==> src/rtl/rand_pkg.sv <==
// Shared constants and the LFSR step function for the random word source.
package rand_pkg;

    localparam int unsigned RAND_W = 16;
    localparam logic [RAND_W-1:0] TAPS_DEFAULT = 16'hB400;
    localparam logic [RAND_W-1:0] SEED_DEFAULT = 16'hACE1;

    // One Galois LFSR step: shift right, fold taps in when the bit shifted out is 1.
    function automatic logic [RAND_W-1:0] lfsr_next(input logic [RAND_W-1:0] s,
                                                    input logic [RAND_W-1:0] taps);
        return (s >> 1) ^ (s[0] ? taps : '0);
    endfunction

endpackage

==> src/rtl/rand_fifo.sv <==
// Generic synchronous FIFO with flush; head, count, empty and full are all registered.
module rand_fifo #(
    parameter int unsigned WIDTH = 16,
    parameter int unsigned DEPTH = 4,
    localparam int unsigned PTR_W = $clog2(DEPTH),
    localparam int unsigned CNT_W = PTR_W + 1
) (
    input  logic             clk,
    input  logic             rst_n,
    input  logic             push,
    input  logic             pop,
    input  logic             flush,
    input  logic [WIDTH-1:0] din,
    output logic [WIDTH-1:0] head,
    output logic [CNT_W-1:0] count,
    output logic             empty,
    output logic             full
);

    logic [WIDTH-1:0] mem [DEPTH];
    logic [PTR_W-1:0] rd_ptr;
    logic [PTR_W-1:0] wr_ptr;
    logic [PTR_W-1:0] nxt_rd_ptr;
    logic [PTR_W-1:0] nxt_wr_ptr;
    logic [CNT_W-1:0] nxt_cnt;
    logic [WIDTH-1:0] nxt_head;
    logic             do_push;
    logic             do_pop;

    // Next pointers, occupancy and head; a word written into the slot that becomes head bypasses mem.
    always_comb begin
        do_pop     = pop & ~empty;
        do_push    = push & (~full | do_pop);
        nxt_rd_ptr = rd_ptr + PTR_W'(do_pop);
        nxt_wr_ptr = wr_ptr + PTR_W'(do_push);
        nxt_cnt    = count;
        case ({do_push, do_pop})
            2'b10:   nxt_cnt = count + CNT_W'(1);
            2'b01:   nxt_cnt = count - CNT_W'(1);
            default: nxt_cnt = count;
        endcase
        nxt_head = '0;
        if (nxt_cnt != '0) begin
            if (do_push && (wr_ptr == nxt_rd_ptr)) begin
                nxt_head = din;
            end else begin
                nxt_head = mem[nxt_rd_ptr];
            end
        end
    end

    always_ff @(posedge clk) begin
        if (!rst_n || flush) begin
            rd_ptr <= '0;
            wr_ptr <= '0;
            count  <= '0;
            head   <= '0;
            empty  <= 1'b1;
            full   <= 1'b0;
        end else begin
            rd_ptr <= nxt_rd_ptr;
            wr_ptr <= nxt_wr_ptr;
            count  <= nxt_cnt;
            head   <= nxt_head;
            empty  <= (nxt_cnt == '0);
            full   <= (nxt_cnt == CNT_W'(DEPTH));
        end
    end

    always_ff @(posedge clk) begin
        if (do_push) begin
            mem[wr_ptr] <= din;
        end
    end

endmodule

==> src/rtl/rand_source.sv <==
// LFSR-fed word FIFO supplying random operands, with software reseed and zero-seed flagging.
module rand_source #(
    parameter int unsigned DEPTH = 4,
    parameter logic [rand_pkg::RAND_W-1:0] TAPS = rand_pkg::TAPS_DEFAULT,
    parameter logic [rand_pkg::RAND_W-1:0] SEED_DEFAULT = rand_pkg::SEED_DEFAULT,
    localparam int unsigned CNT_W = $clog2(DEPTH) + 1
) (
    input  logic                        clk,
    input  logic                        rst_n,
    input  logic                        en,
    input  logic                        seed_load,
    input  logic [rand_pkg::RAND_W-1:0] seed_data,
    input  logic                        rd_req,
    output logic [rand_pkg::RAND_W-1:0] rand_data,
    output logic                        rand_valid,
    output logic [CNT_W-1:0]            fifo_cnt,
    output logic                        seed_err
);
    import rand_pkg::*;

    logic [RAND_W-1:0] lfsr;
    logic              fifo_empty;
    logic              fifo_full;
    logic              pop;
    logic              push;

    // Reseed wins over both; a pop on a full FIFO frees the slot for a same-cycle push.
    always_comb begin
        pop  = rd_req & ~fifo_empty & ~seed_load;
        push = en & ~seed_load & (~fifo_full | pop);
    end

    always_ff @(posedge clk) begin
        if (!rst_n) begin
            lfsr     <= SEED_DEFAULT;
            seed_err <= 1'b0;
        end else if (seed_load) begin
            lfsr <= (seed_data == '0) ? SEED_DEFAULT : seed_data;
            if (seed_data == '0) begin
                seed_err <= 1'b1;
            end
        end else if (push) begin
            lfsr <= lfsr_next(lfsr, TAPS);
        end
    end

    rand_fifo #(
        .WIDTH (RAND_W),
        .DEPTH (DEPTH)
    ) u_fifo (
        .clk   (clk),
        .rst_n (rst_n),
        .push  (push),
        .pop   (pop),
        .flush (seed_load),
        .din   (lfsr),
        .head  (rand_data),
        .count (fifo_cnt),
        .empty (fifo_empty),
        .full  (fifo_full)
    );

    assign rand_valid = ~fifo_empty;

endmodule

==> config.mk <==
export PLATFORM = sky130hd
export DESIGN_NAME = rand_source
export DESIGN_NICKNAME = d
export VERILOG_FILES = /design/src/rtl/rand_pkg.sv /design/src/rtl/rand_fifo.sv /design/src/rtl/rand_source.sv
export SDC_FILE = /design/constraint.sdc
export NUM_CORES = 1
export LEC_CHECK = 0
export BUFFER_PORTS_ARGS = -buffer_cell sky130_fd_sc_hd__buf_2
export CAP_MARGIN = 20
export CORE_MARGIN = 8
export CORE_UTILIZATION = 50
export CTS_BUF_LIST = sky130_fd_sc_hd__clkbuf_8
export CTS_CLUSTER_DIAMETER = 100
export DETAILED_ROUTE_END_ITERATION = 10
export PLACE_DENSITY = 0.7
export SKIP_CTS_REPAIR_TIMING = 1
export SLEW_MARGIN = 10
export SYNTH_ARGS = -nofsm -noshare
export SYNTH_HDL_FRONTEND = slang
export SYNTH_SLANG_ARGS = --single-unit
==> constraint.sdc <==
create_clock -name clk -period 4.45 [get_ports clk]
set_input_delay 0.445 -clock clk [delete_from_list [all_inputs] [get_ports clk]]
set_output_delay 0.445 -clock clk [all_outputs]
set_load 0.005 [all_outputs]
# == Word level (Yosys, flattened, before mapping) ==
# Memories as Yosys holds them, arrays and structs flattened. A register that Yosys moved wholly into a read port is not among the register bits.
# Cells that the tools add are included.
# op_classes
eq_ne,3
muxes,7
magnitude_cmp,0
n_mul,0
addsub,4
reduce_logical,8
div_mod_pow,0
shift,0
n_bitwise,13
# op_table
operator,n
$mux W16,4
$logic_not A16 Y1,1
$xor A15 B16 Y16,1
$and A1 B1 Y1,6
$pmux W3 S2,1
$add A2 B1 Y2,2
$not A1 Y1,4
$add A3 B1 Y3 const B,1
$eq A3 B3 Y1 const B,1
$logic_not A3 Y1,1
$reduce_bool A3 Y1,1
$sub A3 B1 Y3 const B,1
$eq A2 B1 Y1 const B,1
$eq A2 B2 Y1 const B,1
$mux W1,2
$or A1 B1 Y1,2
$reduce_and A2 Y1,1
$reduce_bool A2 Y1,1
$reduce_or A2 Y1,1
$logic_not A1 Y1,1
$logic_or A1 B1 Y1,1
# totals
wordCells,43
register_bits,26
mem_count,1
inputBits,21
ram_bits,64
rom_bits,0
latchBits,0
out_inout_bits,21
# mem_list
name,words,word_bits,rd,rd_clocked_by_memory_dff,write_ports,line_no,source
u_fifo.mem,4,16,1,1,1,rand_fifo.sv:20,logic [WIDTH-1:0] mem [DEPTH];

# == Longest topological paths before layout ==
# logic_depth
depth_word,11
depth_mapped,12

# == Hierarchy ==
# Synthesis repeated with hierarchy kept, for this count alone.
# hier_totals
cells_unflattened,287
area_unflattened_um2,4202.8
# by_module_without_submodules
mod,cells_per_inst,area_per_inst_um2,n_inst
rand_fifo,180,3353.2,1
rand_source,107,849.6,1

# == Least setup slack after synthesis ==
# Ideal clock, no wire load.
# synth_path
path_kind,input to register
startpoint,in rd_req
endpoint,mem u_fifo.mem[2][0] (enable)
required_ps,4014
cell_stages,5
setup_slack_ps,1021
arrival_time_ps,2993
setup_ps,436
path_cell_list,nor2b_1 > clkbuf_1 > o21ai_1 > buf_2 > nor4b_1
# synth_between
elab_chain_len,7
# synth_lines
item,line_no,source
start: declaration,rand_source.sv:13,"input logic rd_req,"
$and A1 B1 Y1 (*) (2 in a row),rand_source.sv:29,pop = rd_req & ~fifo_empty & ~seed_load;
$or A1 B1 Y1 or $and A1 B1 Y1 (tied branches),"rand_source.sv:30, rand_fifo.sv:32",
$and A1 B1 Y1 or $or A1 B1 Y1 (tied branches),"rand_source.sv:30, rand_fifo.sv:33",
$and A1 B1 Y1 (*),rand_fifo.sv:33,do_push = push & (~full | do_pop);
$mux W1 (*),rand_fifo.sv:71,if (do_push) begin
$mux W1 (implied by the code) (*),rand_fifo.sv:72,mem[wr_ptr] <= din;
end: declaration,rand_fifo.sv:20,
# Every way passes the cells marked *; elsewhere a longest branch is shown, timed or not.

# == Worst setup path after layout ==
# layout_path
startpoint,reg u_fifo.empty
endpoint,"reg u_fifo.head[0], read port of u_fifo.mem"
# layout_between
elab_chain_len,11
# layout_lines
item,line_no,source
start: declaration,rand_fifo.sv:16,"output logic empty,"
start signal: assignment,rand_fifo.sv:65,empty <= (nxt_cnt == '0);
$not A1 Y1 (*),"rand_fifo.sv:32, rand_source.sv:29",
$and A1 B1 Y1 (2 in a row),rand_source.sv:29,
$or A1 B1 Y1 or $and A1 B1 Y1 (tied branches),"rand_source.sv:30, rand_fifo.sv:32",
$and A1 B1 Y1 or $or A1 B1 Y1 (tied branches),"rand_source.sv:30, rand_fifo.sv:33",
$and A1 B1 Y1,rand_fifo.sv:33,
$eq A2 B1 Y1 or $eq A2 B2 Y1 (tied branches),rand_fifo.sv:37,"case ({do_push, do_pop})"
$pmux W3 S2,rand_fifo.sv:37,
$reduce_bool A3 Y1,rand_fifo.sv:43,if (nxt_cnt != '0) begin
$not A1 Y1 (no source line),--,
$reduce_or A2 Y1 (no source line),--,
end: declaration,rand_fifo.sv:14,"output logic [WIDTH-1:0] head,"
# Marks and branches as above.
# A chain may end at the register's enable or synchronous reset.

==> metrics.md <==
| Metric | Value |
|---|---|
| Status | finished, final reports clean |
| Synth Area in XOR/XNOR | 2.26% |
| Synthesized-area fraction occupied by adder cells | 1.37% |
| Synth warn | 0 |
| Clock slew at reported path FFs | 0.10 ns |
| H-tree level count | 3 |
| Clock tree buffer depth | 2 |
| GP Congestion | 0.790 |
| Synth cell types | 40 |
| Worst R2R End | u_fifo.head[0] |
| R2r setup slk | 1.58 ns |
| # DRC | 0 |
| Initial antenna violation count | 0 |
| CP most frequent cell | nor2_1 |
| Commonest non-fill, non-tap cell in the layout | edfxtp_1 |
| Flops & latches, synth | 106 |
| Critical path required time | 4.71 ns |
| Critical Path Slowest Stage Cell | nor2b_1 |
| RR Startpoint | u_fifo.empty |
| Synth Flop Type | edfxtp_1 |
| FMAX | 0.349 GHz |
| Critical Setup Path Class | reg2reg |
| Post-synthesis sequential area ratio | 65.6% |
| Num CTS Buffers | 9 |
| Placed cell area | 4570 µm² |
| Hold Crit Start | rst_n |
| Mapped cell area | 4210 µm² |
| Max incr delay on CP | 0.41 ns |
| Setup TNS | 0 ns |
| PD cells | 381 nW/µm² |
| Final Max Slew Viols | 0 |
| Finish-stage setup viols | 0 |
| Max-capacitance violation count | 0 |
| Crit-path cells | nor2b_1, o21ai_1, nor2_1, inv_1, ha_1, fa_1, xnor2_1, o21a_1, o31ai_2, buf_4, nor2_1 |
| Starting Density | 51.5% |
| Layout Skew | 0.00977 ns |
| Most frequent cells in the layout | edfxtp_1 (64), dfxtp_1 (42), buf_2 (41) |
| Clk_lat worst skew | 0.37 ns |
| Die Y | 108 µm |
| Placed wire-length estimate | 5680 µm |
| Critical path's top delay family | simple AND/OR/NAND/NOR gates |
| Largest net degree at the start of global routing | 26 |
| Fin area | 4770 µm² |
| Worst r2r path cells | 11 |
| Core area | 8180 µm² |
| Die area | 11600 µm² |
| TritonCTS clock tree | done |
| First-pass GRT wire length | 13700 µm |
| Vias per cell | 5.62 |
| Syn avg cell area | 14.5 µm² |
| Antenna-violating nets left | 0 |
| Via Count | 2514 |
| Multiplexer share of the synthesized area | 12.6% |
| I/O pin cnt | 42 |
| RSZ-0062 raised after global routing | no |
| Async SR Flop Fraction | 0% |
| Tightest Hold Check Type | in2reg |
| Setup crit end kind | flip-flop |
| Slew of the pin with the lowest slew margin | 0.968 ns |
| Final #Nets | 362 |
| WL/cell | 19.4 µm |
| Antenna diodes | 0 |
| Syn_nets | 315 |
| Die width | 108 µm |
| Initial DRC count | 146 |
| Bufs and invs on worst path | 2 |
| Number of global-route vias before repair | 2553 |
| Number of buffers added on ports | 41 |
| Post-synth EDFFs | 64 |
| Post-Synthesis Cells | 290 |
| DRT Pass-1 Iters | 4 |
| Worst Path Max Fanout | 17 |
| Crit start category | flip-flop |
| VDD IR-drop max | 0.000176 V |
| # clock sinks | 106 |
| GRT Util Overall | 15.7% |
| Area growth, synth to finish | 13.3% |
| Largest family of logic cells by synthesized area | multiplexers |
| Hold path endpoint | lfsr[15] |
| WHS Path Cells | 2 |
| Final critical-path share of the clock period | 64.4% |
| Slew HR | 35.5% |
| Final WL | 8690 µm |
| CTS root buffer | clkbuf_8 |
| FP Rows | 33 |
| Overflow after GRT | 0 |
| WHS | 0.315 ns |
| Critical path arrival | 3.12 ns |
| Leak | 1.78 nW |
| Proportion of layout cells with a drive suffix above 1 | 26.6% |
| Post-Synth Simple-Gate Area | 8.38% |
| Fin. Hold Viols | 0 |
| Fin crit period | 2.87 ns |
| Complex-gate fraction of the synthesized area | 7.52% |
## sequential cells by signal (all words and copies together), names as in the netlist
name,count
seed_err,1
u_fifo.count,3
lfsr,16
u_fifo.full,1
u_fifo.mem,64
u_fifo.rd_ptr,2
u_fifo.empty,1
u_fifo.wr_ptr,2
u_fifo.head,16
## worst max path at each step
stage                     cells past startpoint               end  slack [ns]          from
after floorplan                               5  u_fifo.mem[2][0]        1.02        rd_req
after global placement                       12    u_fifo.head[9]        1.48        rd_req
after detailed placement                     12    u_fifo.head[0]        1.38        rd_req
after CTS                                    11    u_fifo.head[0]        1.58  u_fifo.empty
after global routing                         11    u_fifo.head[0]        1.36  u_fifo.empty
final                                        11    u_fifo.head[0]        1.58  u_fifo.empty
## synthesized netlist by cell type (all sizes together) (4+ instances only)
library cell	n	area (µm²)
xor2	5	43.8
and3	4	25.0
a311oi	7	61.3
nor4	4	25.0
mux2i	17	170
dfxtp	42	841
edfxtp	64	1920
a21oi	4	20.0
nor2	41	159
o21ai	7	35.0
nand2	18	67.6
o211a	6	60.1
clkbuf	9	33.8
inv	4	15.0
buf	6	40.0
a211oi	6	45.0
mux4	16	360
## stage by stage
stage,power [mW],std cells,util (%),worst slack (ns)
finish,1.82,447,58.4,1.58
global route,1.88,447,58.4,1.36
CTS,1.83,447,58.4,1.58
detailed placement,1.23,431,55.9,1.38
global placement,1.23,431,55.9,1.48
floorplan,1.19,290,-,1.02
## routing by layer
| metal | GRT usage [%] | vias up | part of all wire (%) |
|---|---|---|---|
| met5 | 0 | - | 0 |
| met4 | 6.54 | 0 | 2.1 |
| met3 | 4.37 | 18 | 5.9 |
| met2 | 25.5 | 76 | 49 |
| met1 | 19.2 | 1234 | 43 |
| li1 | - | 1186 | - |
## logic make-up (layout without fill, tap and decap cells)
kind of cell | after synthesis | count (layout)
adder cells (fa/ha/maj) | 4 | 4
multiplexers | 33 | 33
AO/OA/AOI/OAI | 39 | 39
XOR/XNOR | 9 | 9
AND/OR/NAND/NOR | 78 | 78
buffers and inverters | 21 | 73
flip-flops | 106 | 106
## power by group
part / switching, mW / total (mW) / internal, mW
logic: 0.0641 / 0.116 / 0.0521
registers: 0.0265 / 1.09 / 1.07
clock network: 0.330 / 0.608 / 0.278
total: 0.420 / 1.82 / 1.40
## cell type report
cell class,count,area [µm²]
clock inverters,6,65.1
multi-input cells,163,1370
fillers,655,3400
repair buffers,51,280
flip-flops and latches,106,2760
clock buffers,10,138
well taps,105,131
inverters,6,22.5
(Power assumes the default switching activity.)
